==> src/rtl/eth_pkg.sv <==
// ============================================================================
// Module   : eth_pkg
// Brief    : Shared types and queue-word layout for the eth_rx ingress framer.
// Revision : 1.0
// ============================================================================
`default_nettype none

package eth_pkg;

  localparam int WORD_W    = 34;
  localparam int START_BIT = 32;
  localparam int END_BIT   = 33;
  localparam int DATA_W    = 32;
  localparam int STAT_W    = 16;

  typedef enum logic [1:0] {
    RX_IDLE    = 2'd0,
    RX_PASS    = 2'd1,
    RX_DISCARD = 2'd2
  } rx_state_t;

  function automatic logic [WORD_W-1:0] pack_word(input logic        end_f,
                                                  input logic        start_f,
                                                  input logic [31:0] data);
    return {end_f, start_f, data};
  endfunction

endpackage

`default_nettype wire

==> src/rtl/eth_rx_stats.sv <==
// ============================================================================
// Module   : eth_rx_stats
// Brief    : Saturating packet and drop counters for eth_rx.
// Revision : 1.0
// ============================================================================
`default_nettype none

module eth_rx_stats
  import eth_pkg::*;
(
  input  logic              clk,
  input  logic              rstn,
  input  logic              i_pkt_inc,
  input  logic              i_drop_inc,
  output logic [STAT_W-1:0] o_pkt_cnt,
  output logic [STAT_W-1:0] o_drop_cnt
);

  logic [STAT_W-1:0] r_pkt_cnt;
  logic [STAT_W-1:0] r_drop_cnt;

  always_ff @(posedge clk or negedge rstn) begin
    if (!rstn) begin
      r_pkt_cnt  <= '0;
      r_drop_cnt <= '0;
    end else begin
      if (i_pkt_inc && (r_pkt_cnt != {STAT_W{1'b1}})) begin
        r_pkt_cnt <= r_pkt_cnt + STAT_W'(1);
      end
      if (i_drop_inc && (r_drop_cnt != {STAT_W{1'b1}})) begin
        r_drop_cnt <= r_drop_cnt + STAT_W'(1);
      end
    end
  end

  assign o_pkt_cnt  = r_pkt_cnt;
  assign o_drop_cnt = r_drop_cnt;

endmodule

`default_nettype wire

==> src/rtl/eth_rx.sv <==
// ============================================================================
// Module   : eth_rx
// Brief    : Ingress packet framer; admits, drops or truncates packets so the
//            queue always sees well-formed {end,start,data} streams.
// Options  : ETH_RX_STATS_EN adds the eth_rx_stats counter block.
// Revision : 1.0
// ============================================================================
`default_nettype none

module eth_rx
  import eth_pkg::*;
#(
  parameter int MAX_WORDS = 256
) (
  input  logic              clk,
  input  logic              rstn,
  input  logic              i_valid,
  input  logic [31:0]       i_data,
  input  logic              i_start,
  input  logic              i_end,
  input  logic              almost_full,
  input  logic              full,
  output logic              wr_en,
  output logic [WORD_W-1:0] wr_data,
  output logic              o_drop,
  output logic              o_err,
  output logic [STAT_W-1:0] pkt_cnt,
  output logic [STAT_W-1:0] drop_cnt
);

  localparam int CNT_W = $clog2(MAX_WORDS + 1);

  rx_state_t         r_state, w_state_nxt;
  logic              r_hold_vld, w_hold_vld_nxt;
  logic              r_hold_start, w_hold_start_nxt;
  logic [31:0]       r_hold_data, w_hold_data_nxt;
  logic [CNT_W-1:0]  r_count, w_count_nxt;
  logic              r_pend_vld, w_pend_vld_nxt;
  logic [WORD_W-1:0] r_pend_word, w_pend_word_nxt;
  logic              r_drop, w_drop_nxt;
  logic              r_err, w_err_nxt;

  logic              w_hold_wr;
  logic [WORD_W-1:0] w_hold_word;
  logic              w_take_start;
  logic              w_acc;
  logic              w_acc_start;
  logic [CNT_W-1:0]  w_acc_cnt;

  always_ff @(posedge clk or negedge rstn) begin
    if (!rstn) begin
      r_state      <= RX_IDLE;
      r_hold_vld   <= 1'b0;
      r_hold_start <= 1'b0;
      r_hold_data  <= '0;
      r_count      <= '0;
      r_pend_vld   <= 1'b0;
      r_pend_word  <= '0;
      r_drop       <= 1'b0;
      r_err        <= 1'b0;
    end else begin
      r_state      <= w_state_nxt;
      r_hold_vld   <= w_hold_vld_nxt;
      r_hold_start <= w_hold_start_nxt;
      r_hold_data  <= w_hold_data_nxt;
      r_count      <= w_count_nxt;
      r_pend_vld   <= w_pend_vld_nxt;
      r_pend_word  <= w_pend_word_nxt;
      r_drop       <= w_drop_nxt;
      r_err        <= w_err_nxt;
    end
  end

  // The held word leaves as soon as its successor arrives; a terminating word
  // goes to r_pend_* and leaves on the next cycle, so the two never collide.
  always_comb begin
    w_state_nxt      = r_state;
    w_hold_vld_nxt   = r_hold_vld;
    w_hold_start_nxt = r_hold_start;
    w_hold_data_nxt  = r_hold_data;
    w_count_nxt      = r_count;
    w_pend_vld_nxt   = 1'b0;
    w_pend_word_nxt  = r_pend_word;
    w_drop_nxt       = 1'b0;
    w_err_nxt        = 1'b0;
    w_hold_wr        = 1'b0;
    w_hold_word      = pack_word(1'b0, r_hold_start, r_hold_data);
    w_take_start     = 1'b0;
    w_acc            = 1'b0;
    w_acc_start      = 1'b0;
    w_acc_cnt        = r_count + CNT_W'(1);

    if (i_valid) begin
      case (r_state)
        RX_PASS: begin
          w_hold_wr = r_hold_vld;
          if (i_start) begin
            w_hold_word[END_BIT] = 1'b1;
            w_err_nxt            = 1'b1;
            w_take_start         = 1'b1;
          end else begin
            w_acc = 1'b1;
          end
        end
        RX_DISCARD: begin
          if (i_start) begin
            w_take_start = 1'b1;
          end else if (i_end) begin
            w_state_nxt = RX_IDLE;
          end
        end
        default: w_take_start = i_start;
      endcase
    end

    if (w_take_start) begin
      w_hold_vld_nxt = 1'b0;
      if (almost_full) begin
        w_drop_nxt  = 1'b1;
        w_state_nxt = i_end ? RX_IDLE : RX_DISCARD;
      end else begin
        w_acc       = 1'b1;
        w_acc_start = 1'b1;
        w_acc_cnt   = CNT_W'(1);
      end
    end

    if (w_acc) begin
      if (i_end || (w_acc_cnt == CNT_W'(MAX_WORDS))) begin
        w_pend_vld_nxt  = 1'b1;
        w_pend_word_nxt = pack_word(1'b1, w_acc_start, i_data);
        w_err_nxt       = w_err_nxt | ~i_end;
        w_hold_vld_nxt  = 1'b0;
        w_state_nxt     = i_end ? RX_IDLE : RX_DISCARD;
      end else begin
        w_hold_vld_nxt   = 1'b1;
        w_hold_start_nxt = w_acc_start;
        w_hold_data_nxt  = i_data;
        w_count_nxt      = w_acc_cnt;
        w_state_nxt      = RX_PASS;
      end
    end

    if (full && (w_hold_wr || r_pend_vld)) begin
      w_err_nxt = 1'b1;
    end
  end

  assign wr_en   = (w_hold_wr | r_pend_vld) & ~full;
  assign wr_data = w_hold_wr ? w_hold_word : r_pend_word;
  assign o_drop  = r_drop;
  assign o_err   = r_err;

`ifdef ETH_RX_STATS_EN
  eth_rx_stats u_stats (
    .clk        (clk),
    .rstn       (rstn),
    .i_pkt_inc  (wr_en & wr_data[END_BIT]),
    .i_drop_inc (r_drop),
    .o_pkt_cnt  (pkt_cnt),
    .o_drop_cnt (drop_cnt)
  );
`else
  assign pkt_cnt  = '0;
  assign drop_cnt = '0;
`endif

endmodule

`default_nettype wire

==> config.mk <==
export PLATFORM = sky130hd
export DESIGN_NAME = eth_rx
export DESIGN_NICKNAME = d
export VERILOG_FILES = /design/src/rtl/eth_pkg.sv /design/src/rtl/eth_rx_stats.sv /design/src/rtl/eth_rx.sv
export SDC_FILE = /design/constraint.sdc
export NUM_CORES = 1
export LEC_CHECK = 0
export ABC_CLOCK_PERIOD_IN_PS = 8400
export CAP_MARGIN = 10
export CORE_UTILIZATION = 31
export DETAILED_ROUTE_END_ITERATION = 6
export PLACE_DENSITY = 0.64
export SLEW_MARGIN = 20
export SYNTH_ARGS = -nofsm -noshare
export SYNTH_HDL_FRONTEND = slang
export SYNTH_HIERARCHICAL = 1
export SYNTH_SLANG_ARGS = --single-unit
==> constraint.sdc <==
create_clock -name clk -period 8.4 [get_ports clk]
set_input_delay 2.52 -clock clk [delete_from_list [all_inputs] [get_ports clk]]
set_output_delay 2.52 -clock clk [all_outputs]
set_load 0.01 [all_outputs]
==> results.toml <==
[global_routing]
grt_max_degree = 83
met2_usage_pct = 21.2
grt_util_met3_pct = 3.78
grt-ovfl-total = 0
antenna_found_initial = 0
use_met1_pct = 15.8
grt_pass1_wl_um = 14000
grt_use_total_pct = 12.6
busiest_layer = "met2"
grt_pass1_vias = 2698

[timing]
worst_pin_slew_ns = 0.749
slew_violations = 0
timing.fmax_ghz = 0.135
maxSlewHeadroom_pct = 50.1
finalHoldViolCount = 0
min_period_ns = 7.39
finalSetupViolations = 0
setup_ws_ns = 1.01
skew_ns = 0.00581
rsz0062_at_grt = "false"
setup_tns_ns = 0
finalCritPeriodShare_pct = 88.0

[yosys]
synth_edf_count = 0
synth_seq_cells = 82
ys_seq_area_share_pct = 48.5
netlist.top_cell.by_area = "dfrtp_1"
netlist_area_sq_mm = 0.00423
synthCells = 322
netlist.area_leader.share_pct = 48.5
ys_top_cells_by_area = "dfrtp_1 48%, mux2_2 19%, mux2_4 9.6%"
yosys.cell_types.count = 48
avgSynthCellArea_sq_um = 13.1
synthArstFlopShare_pct = 100
yosysWarnings = 6
synthFlopType = "dfrtp_1"

[clock_tree]
clock_sinks = 82
cts_made_buffers = 9
cts.path.max_buffers = 2
clk_latency_ns = 0.33
cts_tree = "done"
cts_setup_buffers = 0
path_clk_slew_ns = 0.06
cts_resized = 0
cts.htree.levels = 3
ctsHoldBuffers = 0
cts_root_buf = "clkbuf_16"

[layout]
drive_gt1_share_pct = 33.2
antennaDiodeCount = 0
final_common_cell = "dfrtp_1"
nets = 431
final_core_util_pct = 39.6
area_growth_pct = 24.3
final_cell_mix = "82 x dfrtp_1, 74 x clkdlybuf4s50_1, 70 x mux2_2"

[pwr]
finalPower_mw = 1.27
p_leak_nw = 2.25
p_per_area_mw_per_mm2 = 242
ir_drop_v = 0.000131

[die]
die-area_sq_mm = 0.0141
die_y_um = 119
die_x_um = 119
ioPinCount = 108
initial_core_util_pct = 31.8
core.rowCount = 42
core_sq_mm = 0.0133

[critical_path]
worstReg2RegStart = "r_count[0]"
crit_required_ns = 5.88
worst_setup_path_end_kind = "output port"
cp_max_fo = 20
startpoint_type = "input pin"
cp.arrival_ns = 4.87
startpoint = "i_valid"
critPathKind = "in2out"

[min_path]
hp-class = "reg2reg"
min_from = "r_pend_word[33]"

[detailed_routing]
wire_per_inst_um = 14.6
viasPerCell = 4.51
dr.pass1.iters = 4
remaining_drc_errors = 0
drtIter0Drc = 126
ant_nets = 0
routed-via-count = 2575
totalWireLength_um = 8370

[placed_design]
dp_slack_ns = 0.951
dp_hpwl_um = 5470
portBuffers = 75
gp_congestion = 0.724

[flow_run]
cap_violations = 0

[run_status]
status = "finished, final reports clean"
-- kinds of logic after synthesis --
logic type                 synth area share, %
AOI/OAI and AO/OA                         5.88
muxes                                     28.2
and+or+nand+nor                           6.71
other                                   0.0886
DFF                                       48.5
adders and majority gates                0.296
xor gates and xnor gates                 0.621
buffers and inverters                     9.70
-- power breakdown --
| group | total, mW | leakage, nW | internal [mW] | switching, mW |
|---|---|---|---|---|
| sequential | 0.540 | 0.988 | 0.486 | 0.0543 |
| combinational | 0.344 | 1.12 | 0.221 | 0.122 |
| clock | 0.389 | 0.140 | 0.236 | 0.154 |
-- critical path, cell delays in order --
cell and delay (ns):
clkdlybuf4s50_1 0.62, nand3_2 0.51, buf_4 0.43, mux2_2 0.25, clkdlybuf4s50_1 0.53
-- state kept, by name (all words and copies together) (netlist names) --
register and flops:
r_hold_data 32, r_pend_word 34, r_hold_vld 1, o_drop 1, r_count 9, o_err 1
r_state 2, r_pend_vld 1, r_hold_start 1
-- synth_stat cells (2+ instances only) --
cell type   n
clkbuf_1    5
nand2_1    10
mux2_2     70
nand3_1     5
and2b_2     2
inv_1       7
a21o_1      4
a21oi_1     4
and2_2      3
and3_1      3
buf_4      33
mux2_4     27
nor4_1      2
nor4b_1     2
dfrtp_1    82
buf_12      3
nor3_1      3
xnor2_1     2
nor2b_1     2
o21ai_0     9
o22ai_1     4
nor2_1      5
buf_6       2
a211oi_1    3
buf_2       7
-- path summary, 6_finish.rpt --
kind	endpoint	slack, ns	depth (start not counted)
hold / removal	r_pend_word[33]	0.46	1
max in group asynchronous	r_pend_word[7]	5.66	1
setup reg to reg	r_pend_word[22]	5.18	8
min in group asynchronous	r_pend_word[16]	2.23	1
hold reg to reg	r_pend_word[33]	0.46	1
setup / recovery	wr_data[21]	1.01	5
-- metal layers --
metal / wire, um / vias to the layer above
met3: 309 / 5
met2: 4180 / 70
met4: 53 / 0
met1: 3820 / 1289
li1: - / 1211
met5: 0 / -
-- final cells by class --
cell class	count	area (sq um)
clock buffer	10	239
clock inverter	5	55.1
fill	1254	8040
inverter	7	26.3
multi-input combinational	214	1900
sequential	82	2050
tap	176	220
timing repair buffer	77	767
-- metrics by stage --
| stage | hold slack (ns) | instance area, sq um | cells |
|---|---|---|---|
| after floorplan | 0.433 | 4350 | 353 |
| after global placement | 0.445 | 4950 | 556 |
| after detailed placement | 0.452 | 4950 | 556 |
| after CTS | 0.466 | 5250 | 571 |
| after global routing | 0.500 | 5260 | 571 |
| final | 0.459 | 5260 | 571 |
Note: power is estimated with default switching activity, not from simulation.
